File: config.mk
export PLATFORM = sky130hd
export DESIGN_NAME = load_store_unit_flat
export DESIGN_NICKNAME = d
export VERILOG_FILES = /design/src/rtl/load_store_unit_pkg.sv /design/src/rtl/load_store_unit_if.sv /design/src/rtl/load_store_unit_lane.sv /design/src/rtl/load_store_unit.sv /design/src/flat_wrapper.sv
export SDC_FILE = /design/constraint.sdc
export NUM_CORES = 1
export LEC_CHECK = 0
export ABC_AREA = 0
export CAP_MARGIN = 10
export CELL_PAD_IN_SITES_DETAIL_PLACEMENT = 0
export CELL_PAD_IN_SITES_GLOBAL_PLACEMENT = 2
export CORE_ASPECT_RATIO = 1.4
export CORE_MARGIN = 2
export CORE_UTILIZATION = 29
export CTS_CLUSTER_SIZE = 40
export DETAILED_ROUTE_END_ITERATION = 7
export PLACE_DENSITY_LB_ADDON = 0.2
export SLEW_MARGIN = 20
export SYNTH_ARGS = -nofsm -noshare
export SYNTH_HDL_FRONTEND = slang
export SYNTH_HIERARCHICAL = 1
export SYNTH_SLANG_ARGS = --single-unit
File: constraint.sdc
create_clock -name clk -period 3.7 [get_ports clk]
set_input_delay 1.11 -clock clk [delete_from_list [all_inputs] [get_ports clk]]
set_output_delay 1.11 -clock clk [all_outputs]
set_load 0.02 [all_outputs]
File: src/rtl/load_store_unit_pkg.sv
// Shared op codes, FSM state encoding and request-decode helpers for the load/store unit.
package load_store_unit_pkg;

  localparam int WORD_LEN = 32;

  localparam logic [2:0] LSU_OP_LB  = 3'b000;
  localparam logic [2:0] LSU_OP_LH  = 3'b001;
  localparam logic [2:0] LSU_OP_LW  = 3'b011;
  localparam logic [2:0] LSU_OP_LBU = 3'b100;
  localparam logic [2:0] LSU_OP_LHU = 3'b101;

  typedef enum logic [2:0] {
    LSU_IDLE   = 3'd0,
    LSU_LOAD   = 3'd1,
    LSU_RMW_RD = 3'd2,
    LSU_WRITE  = 3'd3,
    LSU_ERR    = 3'd4,
    LSU_DONE   = 3'd5
  } lsu_state_e;

  // Stores have no signedness, so the unsigned bit is dropped before decoding.
  function automatic logic [2:0] lsu_eff_op(input logic we, input logic [2:0] op);
    return we ? {1'b0, op[1:0]} : op;
  endfunction

  function automatic logic lsu_op_legal(input logic [2:0] op);
    case (op)
      LSU_OP_LB, LSU_OP_LH, LSU_OP_LW, LSU_OP_LBU, LSU_OP_LHU: return 1'b1;
      default:                                                  return 1'b0;
    endcase
  endfunction

  function automatic logic lsu_misaligned(input logic [2:0] op, input logic [1:0] addr_lo);
    case (op[1:0])
      2'b01:   return addr_lo[0];
      2'b11:   return addr_lo != 2'b00;
      default: return 1'b0;
    endcase
  endfunction

endpackage

File: src/rtl/load_store_unit_if.sv
// Request/response bus from the MEM stage and the word-only data memory bus.
interface lsu_req_if import load_store_unit_pkg::*; #(parameter int W = WORD_LEN);
  logic         req_valid;
  logic         req_ready;
  logic         req_we;
  logic [2:0]   req_op;
  logic [W-1:0] req_addr;
  logic [W-1:0] req_wdata;
  logic         rsp_valid;
  logic [W-1:0] rsp_rdata;
  logic         rsp_err;

  modport master (
    output req_valid, req_we, req_op, req_addr, req_wdata,
    input  req_ready, rsp_valid, rsp_rdata, rsp_err
  );
  modport slave (
    input  req_valid, req_we, req_op, req_addr, req_wdata,
    output req_ready, rsp_valid, rsp_rdata, rsp_err
  );
endinterface

interface lsu_mem_if import load_store_unit_pkg::*; #(parameter int W = WORD_LEN);
  logic [W-1:0] mem_addr;
  logic         mem_re;
  logic         mem_we;
  logic [W-1:0] mem_wdata;
  logic [W-1:0] mem_rdata;

  modport master (
    output mem_addr, mem_re, mem_we, mem_wdata,
    input  mem_rdata
  );
  modport slave (
    input  mem_addr, mem_re, mem_we, mem_wdata,
    output mem_rdata
  );
endinterface

File: src/rtl/load_store_unit_lane.sv
// Combinational byte-lane logic: extracts/extends load data and merges sub-word store data into a word.
module lsu_lane
  import load_store_unit_pkg::*;
#(
  parameter int W = WORD_LEN
) (
  input  logic [W-1:0] word_i,
  input  logic [1:0]   addr_i,
  input  logic [2:0]   op_i,
  input  logic [W-1:0] sdata_i,
  output logic [W-1:0] load_o,
  output logic [W-1:0] store_o
);

  logic [7:0]  lane_b [4];
  logic [7:0]  sel_b;
  logic [15:0] sel_h;

  for (genvar gi = 0; gi < 4; gi++) begin : g_lane
    logic       hit;
    logic [7:0] src;

    assign lane_b[gi] = word_i[8*gi +: 8];

    // A byte store always sources data byte 0; a half store sources byte 0 or 1 by lane parity.
    always_comb begin
      hit = 1'b1;
      src = sdata_i[8*gi +: 8];
      case (op_i[1:0])
        2'b00: begin
          hit = (addr_i == 2'(gi));
          src = sdata_i[7:0];
        end
        2'b01: begin
          hit = (addr_i[1] == 1'(gi / 2));
          src = sdata_i[8*(gi % 2) +: 8];
        end
        default: ;
      endcase
    end

    assign store_o[8*gi +: 8] = hit ? src : lane_b[gi];
  end

  assign sel_b = lane_b[addr_i];
  assign sel_h = addr_i[1] ? word_i[31:16] : word_i[15:0];

  always_comb begin
    load_o = word_i;
    case (op_i)
      LSU_OP_LB:  load_o = {{(W-8){sel_b[7]}}, sel_b};
      LSU_OP_LBU: load_o = {{(W-8){1'b0}}, sel_b};
      LSU_OP_LH:  load_o = {{(W-16){sel_h[15]}}, sel_h};
      LSU_OP_LHU: load_o = {{(W-16){1'b0}}, sel_h};
      default:    load_o = word_i;
    endcase
  end

endmodule

File: src/rtl/load_store_unit.sv
// MIPS load/store unit: one request at a time, sub-word stores done as read-modify-write on a word memory.
module load_store_unit
  import load_store_unit_pkg::*;
#(
  parameter int W = WORD_LEN
) (
  input  logic   clk,
  input  logic   rst_n,
  lsu_req_if.slave  req,
  lsu_mem_if.master mem
);

  lsu_state_e   state_q, state_d;
  logic         we_q, we_d;
  logic [2:0]   op_q, op_d;
  logic [W-1:0] addr_q, addr_d;
  logic [W-1:0] wdata_q, wdata_d;
  logic [W-1:0] merge_q, merge_d;
  logic [W-1:0] rdata_q, rdata_d;
  logic         err_q, err_d;

  logic [2:0]   eff_op;
  logic [W-1:0] lane_word;
  logic [W-1:0] lane_load;
  logic [W-1:0] lane_store;

  assign eff_op = lsu_eff_op(req.req_we, req.req_op);

  // The lane sees live memory data while loading and the captured word while writing back.
  assign lane_word = (state_q == LSU_WRITE) ? merge_q : mem.mem_rdata;

  lsu_lane #(.W(W)) u_lane (
    .word_i  (lane_word),
    .addr_i  (addr_q[1:0]),
    .op_i    (op_q),
    .sdata_i (wdata_q),
    .load_o  (lane_load),
    .store_o (lane_store)
  );

  always_comb begin
    state_d = state_q;
    we_d    = we_q;
    op_d    = op_q;
    addr_d  = addr_q;
    wdata_d = wdata_q;
    merge_d = merge_q;
    rdata_d = rdata_q;
    err_d   = err_q;
    case (state_q)
      LSU_IDLE: begin
        if (req.req_valid) begin
          we_d    = req.req_we;
          op_d    = eff_op;
          addr_d  = req.req_addr;
          wdata_d = req.req_wdata;
          rdata_d = '0;
          err_d   = 1'b0;
          if (!lsu_op_legal(eff_op) || lsu_misaligned(eff_op, req.req_addr[1:0]))
            state_d = LSU_ERR;
          else if (!req.req_we)
            state_d = LSU_LOAD;
          else if (eff_op[1:0] == 2'b11)
            state_d = LSU_WRITE;
          else
            state_d = LSU_RMW_RD;
        end
      end
      LSU_LOAD: begin
        rdata_d = lane_load;
        state_d = LSU_DONE;
      end
      LSU_RMW_RD: begin
        merge_d = mem.mem_rdata;
        state_d = LSU_WRITE;
      end
      LSU_WRITE: state_d = LSU_DONE;
      LSU_ERR: begin
        err_d   = 1'b1;
        state_d = LSU_DONE;
      end
      LSU_DONE: state_d = LSU_IDLE;
      default:  state_d = LSU_IDLE;
    endcase
  end

  always_ff @(posedge clk) begin
    if (!rst_n) begin
      state_q <= LSU_IDLE;
      we_q    <= 1'b0;
      op_q    <= '0;
      addr_q  <= '0;
      wdata_q <= '0;
      merge_q <= '0;
      rdata_q <= '0;
      err_q   <= 1'b0;
    end else begin
      state_q <= state_d;
      we_q    <= we_d;
      op_q    <= op_d;
      addr_q  <= addr_d;
      wdata_q <= wdata_d;
      merge_q <= merge_d;
      rdata_q <= rdata_d;
      err_q   <= err_d;
    end
  end

  assign req.req_ready = (state_q == LSU_IDLE);
  assign req.rsp_valid = (state_q == LSU_DONE);
  assign req.rsp_rdata = rdata_q;
  assign req.rsp_err   = err_q && (state_q == LSU_DONE);

  assign mem.mem_addr  = (state_q == LSU_IDLE) ? '0 : {addr_q[W-1:2], 2'b00};
  assign mem.mem_re    = (state_q == LSU_LOAD) || (state_q == LSU_RMW_RD);
  assign mem.mem_we    = (state_q == LSU_WRITE);
  assign mem.mem_wdata = (state_q == LSU_WRITE) ? lane_store : '0;

endmodule

File: src/flat_wrapper.sv
// flat-port wrapper written by rule: the top's interface ports become plain ports
module load_store_unit_flat import load_store_unit_pkg::*;
#(
  parameter int W = WORD_LEN
)
  (clk, rst_n, req_req_valid, req_req_we, req_req_op, req_req_addr, req_req_wdata, req_req_ready, req_rsp_valid, req_rsp_rdata, req_rsp_err, mem_mem_addr, mem_mem_re, mem_mem_we, mem_mem_wdata, mem_mem_rdata);
  lsu_req_if #(.W(W)) req_i ();
  lsu_mem_if #(.W(W)) mem_i ();
  input  logic clk;
  input  logic rst_n;
  input wire logic [$bits(req_i.req_valid)-1:0] req_req_valid;
  input wire logic [$bits(req_i.req_we)-1:0] req_req_we;
  input wire logic [$bits(req_i.req_op)-1:0] req_req_op;
  input wire logic [$bits(req_i.req_addr)-1:0] req_req_addr;
  input wire logic [$bits(req_i.req_wdata)-1:0] req_req_wdata;
  output wire logic [$bits(req_i.req_ready)-1:0] req_req_ready;
  output wire logic [$bits(req_i.rsp_valid)-1:0] req_rsp_valid;
  output wire logic [$bits(req_i.rsp_rdata)-1:0] req_rsp_rdata;
  output wire logic [$bits(req_i.rsp_err)-1:0] req_rsp_err;
  output wire logic [$bits(mem_i.mem_addr)-1:0] mem_mem_addr;
  output wire logic [$bits(mem_i.mem_re)-1:0] mem_mem_re;
  output wire logic [$bits(mem_i.mem_we)-1:0] mem_mem_we;
  output wire logic [$bits(mem_i.mem_wdata)-1:0] mem_mem_wdata;
  input wire logic [$bits(mem_i.mem_rdata)-1:0] mem_mem_rdata;
  assign req_i.req_valid = req_req_valid;
  assign req_i.req_we = req_req_we;
  assign req_i.req_op = req_req_op;
  assign req_i.req_addr = req_req_addr;
  assign req_i.req_wdata = req_req_wdata;
  assign req_req_ready = req_i.req_ready;
  assign req_rsp_valid = req_i.rsp_valid;
  assign req_rsp_rdata = req_i.rsp_rdata;
  assign req_rsp_err = req_i.rsp_err;
  assign mem_mem_addr = mem_i.mem_addr;
  assign mem_mem_re = mem_i.mem_re;
  assign mem_mem_we = mem_i.mem_we;
  assign mem_mem_wdata = mem_i.mem_wdata;
  assign mem_i.mem_rdata = mem_mem_rdata;
  load_store_unit #(.W(W)) u_core (.clk(clk), .rst_n(rst_n), .req(req_i), .mem(mem_i));
endmodule
# Word-level counts from Yosys, hierarchy flattened
# Index checks and enable logic that the tools add are counted.
[totals] register_bits=135 wordCells=82 in_bits=103
[classes] reduce_logical=18 n_eq_ne=19 bitwise=2 n_mux=35 magnitude_cmp=1
[ops] cell="$mux W32" count=4
[ops] cell="$pmux W32 S4" count=1
[ops] cell="$mux W8" count=8
[ops] cell="$pmux W32 S2" count=1
[ops] cell="$eq A3 B3 Y1 const B" count=6
[ops] cell="$bmux W8 S2" count=1
[ops] cell="$mux W16" count=1
[ops] cell="$pmux W8 S2" count=1
[ops] cell="$mux W3" count=4
[ops] cell="$pmux W1 S2" count=6
[ops] cell="$eq A3 B1 Y1 const B" count=3
[ops] cell="$eq A3 B2 Y1 const B" count=3
[ops] cell="$logic_not A3 Y1" count=3
[ops] cell="$pmux W3 S3" count=1
[ops] cell="$mux W1" count=7
[ops] cell="$eq A2 B1 Y1 const B" count=3
[ops] cell="$eq A2 B2 Y1 const B" count=3
[ops] cell="$reduce_and A2 Y1" count=3
[ops] cell="$reduce_bool A2 Y1" count=3
[ops] cell="$reduce_or A5 Y1" count=1
[ops] cell="$logic_not A2 Y1" count=2
[ops] cell="$ge A3 B3 Y1 const B" count=1
[ops] cell="$not A2 Y3" count=1
[ops] cell="$reduce_or A3 Y1" count=1
[ops] cell="other kinds (6)" count=7

# Longest topological paths before layout
# Gate-level depths: netlist (run 1).
[logic_depth] ltp_word=11 depth_mapped=13 ltp_nobuf=9

# Modules after synthesis
# Netlist (run 1), hierarchy kept.
[by_module_without_submodules] mod="load_store_unit" seq_area_each_um2=2702.6 n_inst=1 cells_each=786 area_each_um2=6025.8
[by_module_without_submodules] mod="lsu_lane" seq_area_each_um2=0.0 n_inst=1 cells_each=213 area_each_um2=1485.2

# Least setup slack after synthesis (run 1)
# No wires, ideal clock.
[synth_timing] path_kind="reg-to-output" from="register u_core.state_q[1]" to="output mem_mem_wdata[23]" path_slack_ps=891 t_required_ps=2590 arrival_time_ps=1699 path_stages_with_launch=10 path_cell_list="dfxtp_1 > buf_2 > nand3b_1 > inv_1 > buf_2 > buf_2 > nand2_1 > nand2_1 > mux2_2 > and2_1"
[synth_between] elab_chain_len=4
[synth_lines] item="start, declared" line="load_store_unit.sv:13" text="lsu_state_e state_q, state_d;"
[synth_lines] item="start signal, assigned" line="load_store_unit.sv:98" text="state_q <= state_d;"
[synth_lines] item="$eq A3 B2 Y1"
[synth_lines] item="net mem_mem_we" line="flat_wrapper.sv:22" text="output wire logic [$bits(mem_i.mem_we)-1:0] mem_mem_we;"
[synth_lines] item="$mux W32" line="load_store_unit.sv:30" text="assign lane_word = (state_q == LSU_WRITE) ? merge_q : mem.mem_rdata;"
[synth_lines] item="net u_core.lane_word[23]" line="load_store_unit.sv:23" text="logic [W-1:0] lane_word;"
[synth_lines] item="$mux W8" line="load_store_unit_lane.sv:42" text="assign store_o[8*gi +: 8] = hit ? src : lane_b[gi];"
[synth_lines] item="net u_core.lane_store[23]" line="load_store_unit.sv:25" text="logic [W-1:0] lane_store;"
[synth_lines] item="$mux W32" line="load_store_unit.sv:117" text="assign mem.mem_wdata = (state_q == LSU_WRITE) ? lane_store : '0;"
[synth_lines] item="end, declared" line="flat_wrapper.sv:23" text="output wire logic [$bits(mem_i.mem_wdata)-1:0] mem_mem_wdata;"
# The timed path passes the listed nets, and every way through them passes these cells.

# Worst setup path after layout (run 1)
[layout_timing] from="input mem_mem_rdata[28]" to="output mem_mem_wdata[28]"
[layout_between] elab_chain_len=3
[layout_lines] item="start, declared" line="flat_wrapper.sv:24" text="input wire logic [$bits(mem_i.mem_rdata)-1:0] mem_mem_rdata;"
[layout_lines] item="$mux W32" line="load_store_unit.sv:30"
[layout_lines] item="net u_core.lane_word[28]" line="load_store_unit.sv:23"
[layout_lines] item="$mux W8" line="load_store_unit_lane.sv:42"
[layout_lines] item="net u_core.lane_store[28]" line="load_store_unit.sv:25"
[layout_lines] item="$mux W32" line="load_store_unit.sv:117"
# The timed path passes the listed nets, and every way through them passes these cells.

==> results of run 1 <==
## cell type report
class,count,area [um^2],share of cell area (%)
sequential,135,2700,25.6
clock inverter,10,166,1.57
multi-input combinational,776,4370,41.3
inverter,3,11.3,0.106
clock buffer,22,494,4.67
timing repair buffer,261,2440,23.1
tap,319,399,3.77
## stage by stage
stage | setup WS [ns] | hold slack, ns
3_5_place_dp | -0.231 | 0.447
2_1_floorplan | 0.891 | 0.432
5_1_grt | 0.0244 | 0.480
6_report | 0.0529 | 0.453
4_1_cts | 0.0347 | 0.457
3_3_place_gp | -0.245 | 0.444
## report_power, final
group | internal [mW] | total [mW] | switching [mW]
clock network | 1.22 | 1.89 | 0.670
logic | 0.891 | 2.11 | 1.22
registers | 1.67 | 1.82 | 0.150
total | 3.78 | 5.82 | 2.04
## synth_stat cells (all sizes together), types with 3 or more instances
cell type  instances
a211oi             7
a21boi           131
a21oi             12
a221oi             8
and2              35
and3b              7
buf               40
clkbuf            46
dfxtp            135
inv                3
mux2              41
nand2            382
nand2b             3
nand3             34
nand4              7
nand4b             8
nor2              12
nor2b             43
nor3               9
nor4               7
o2bb2ai            8
## sequential cells by signal, summed over array words and instances (netlist names)
register and count:
u_core/state_q 3, u_core/wdata_q 32, u_core/req.rsp_rdata 32, u_core/merge_q 32
u_core/err_q 1, u_core/op_q 3, u_core/addr_q 32
## critical path, stage by stage
cell             delay (ns)
clkdlybuf4s50_1        0.51
nand2_1                0.06
nand2_1                0.20
o2bb2ai_1              0.18
and2_1                 0.15
dlygate4sd2_1          0.34
## metal layers
layer / share of wire [%] / track usage [%]
met2: 48 / 34.0
met4: 2.4 / 6.96
met1: 44 / 24.3
met3: 5.4 / 5.00
met5: 0 / 0
## placed cells by master (no fill, tap or decap), drive strengths merged, types with 4 or more instances in the layout
| cell | Yosys | layout |
|---|---|---|
| nand2 | 382 | 382 |
| clkdlybuf4s50 | 0 | 168 |
| dfxtp | 135 | 135 |
| a21boi | 131 | 131 |
| buf | 40 | 65 |
| nor2b | 43 | 43 |
| mux2 | 41 | 41 |
| and2 | 35 | 35 |
| nand3 | 34 | 34 |
| dlygate4sd2 | 0 | 28 |
| clkbuf | 46 | 22 |
| nor2 | 12 | 12 |
| a21oi | 12 | 12 |
| nor3 | 9 | 9 |
| nand4b | 8 | 8 |
| a221oi | 8 | 8 |
| o2bb2ai | 8 | 8 |
| nand4 | 7 | 7 |
| and3b | 7 | 7 |
| a211oi | 7 | 7 |
| nor4 | 7 | 7 |
| clkinvlp | 0 | 5 |
| bufinv | 0 | 4 |
## cell families after synthesis
logic type	count (synthesis)	share of synthesized area [%]
other	1	0.0499
AO/OA/AOI/OAI	176	18.0
AND/OR/NAND/NOR	555	33.3
buffers and inverters	89	6.13
multiplexers	42	6.45
XOR/XNOR	1	0.117
flip-flops	135	36.0
## worst max path at each step
stage | to | cells after the start
after floorplan | mem_mem_wdata[23] | 9
after global placement | mem_mem_wdata[27] | 6
after detailed placement | mem_mem_wdata[29] | 6
after CTS | mem_mem_wdata[27] | 6
after global routing | mem_mem_wdata[28] | 6
final | mem_mem_wdata[28] | 6
## what timing repair did
| action | CTS | global route |
|---|---|---|
| pin swaps | 0 | 0 |
| setup buffers | 0 | 0 |
| gates resized for setup | 29 | 1 |
| setup endpoints to repair | 28 | 1 |
==> metrics.md, run 1 <==
| Metric | Value |
|---|---|
| Final net count | `1297` |
| Hold/Removal Path Class | `flop to flop` |
| DRC viols | `6` |
| Slew headroom | `60.8%` |
| Routed Antenna Nets | `0` |
| Total global routing overflow | `0` |
| Tot Pwr | `5.82 mW` |
| Reg clk slew, reported paths | `0.06 ns` |
| Failing checks | `design-rule violations` |
| CP Launch Type | `primary input` |
| Worst hold stages | `2` |
| TritonCTS Sinks | `135` |
| Fill cell count | `2685` |
| Fin util | `41.5%` |
| RR Endpoint | `u_core/req.rsp_rdata[29]$_SDFFE_PN0P_` |
| Hold EP | `u_core/wdata_q[28]$_SDFFE_PN0P_` |
| Cell variety after synth | `48` |
| First-pass GRT wire length | `42100 um` |
| Hold path start | `u_core/wdata_q[28]$_SDFFE_PN0P_` |
| Mean Syn Cell Area | `7.52 um^2` |
| CP Launch Point | `mem_mem_rdata[28]` |
| Routed vias | `7289` |
| Final min period | `3.65 ns` |
| R2R Setup Slk | `1.15 ns` |
| Insertion delay to the later sink of the worst-skew pair | `0.43 ns` |
| Synth area leader | `dfxtp_1` |
| Critical path type | `primary input to output port` |
| Ys async rst share | `0%` |
| Status | `complete, but fails checks` |
| Tcrit/Tclk final | `98.6%` |
| Die Y | `194 um` |
| Longest Clk Path Bufs | `2` |
| Seq/Total Area, Yosys | `36.0%` |
| Hpwl dp | `19600 um` |
| Share of cells above drive strength 1 | `12.8%` |
| Leakage | `4.18 nW` |
| Unrepaired setup endpoints after global routing | `false` |
| Total negative slack | `0 ns` |
| Largest net degree at the start of global routing | `76` |
| Reg2reg start | `u_core/state_q[2]$_SDFFE_PN0P_` |
| Pins Over Slew Limit | `0` |
| Initial Utilization | `29.5%` |
| Routed WL per cell | `17.7 um` |
| N_diodes | `0` |
| Final non-filler cell total | `1526` |
| H-tree levels | `4` |
| Post-synth EDFFs | `0` |
| Area grow syn2layout | `40.9%` |
| Pwr/cell area | `550 mW/mm^2` |
| Clock skew | `0.00983 ns` |
| Antenna violations before repair | `0` |
| Top_reg_cell synth | `dfxtp_1` |
| Worst slew pin tran | `0.582 ns` |
| Placed Cells | `1494` |
| Cell Rows | `69` |
| TritonRoute pass-1 iters | `7` |
| Top-area cell type share of the netlist area | `36.0%` |
| Yosys reg bits | `135` |
| Initial drt markers | `438` |
| Max_cap viols | `0` |
| Mapped Cells | `999` |
| Die area | `0.0272 mm^2` |
| Overall routing resource usage | `19.9%` |
| Vias in the first global route | `7193` |
| FF-to-FF path depth | `10` |
| CTS tree | `built` |
| Fmax | `274 MHz` |
| Final Hold Fails | `0` |
| Clk root buf | `clkbuf_16` |
| CTS Hold Buffers Added | `0` |
| Crit path max fanout | `2` |
| Design Area, Final | `0.0106 mm^2` |
| Arr. time, crit path | `2.54 ns` |
| # port buffers | `201` |
| Total CTS buffers | `17` |
| Final WL | `27000 um` |
| Final GP Congestion | `0.856` |
| Synth area leaders | `dfxtp_1, nand2_1, a21boi_0` |
| Synthesized cell area | `0.00751 mm^2` |
| Die width | `140 um` |
| # IOs | `204` |
| Critical path data required time | `2.59 ns` |
| Placed inst area | `0.00995 mm^2` |
| Max VDD drop | `0.356 mV` |
| Core area | `0.0255 mm^2` |
| Synthesis Warnings | `6` |
| Critical path endpoint category | `output port` |
| Final setup violating endpoints | `0` |
| Vias per Instance | `4.78` |
Power figures use the tool's default switching activity.
==> run 2, diff against run 1 <==
HOLD_SLACK_MARGIN = 0.08   (was unset)
==> results of run 2 <==
The final DEF is identical to that of run 1; final timing and power are the same.
==> run 3, diff against run 2 <==
CAP_MARGIN = 20   (was 10)
SKIP_LAST_GASP = 1   (was unset)
==> results of run 3 <==
The final DEF is identical to that of run 1; final timing and power are the same.
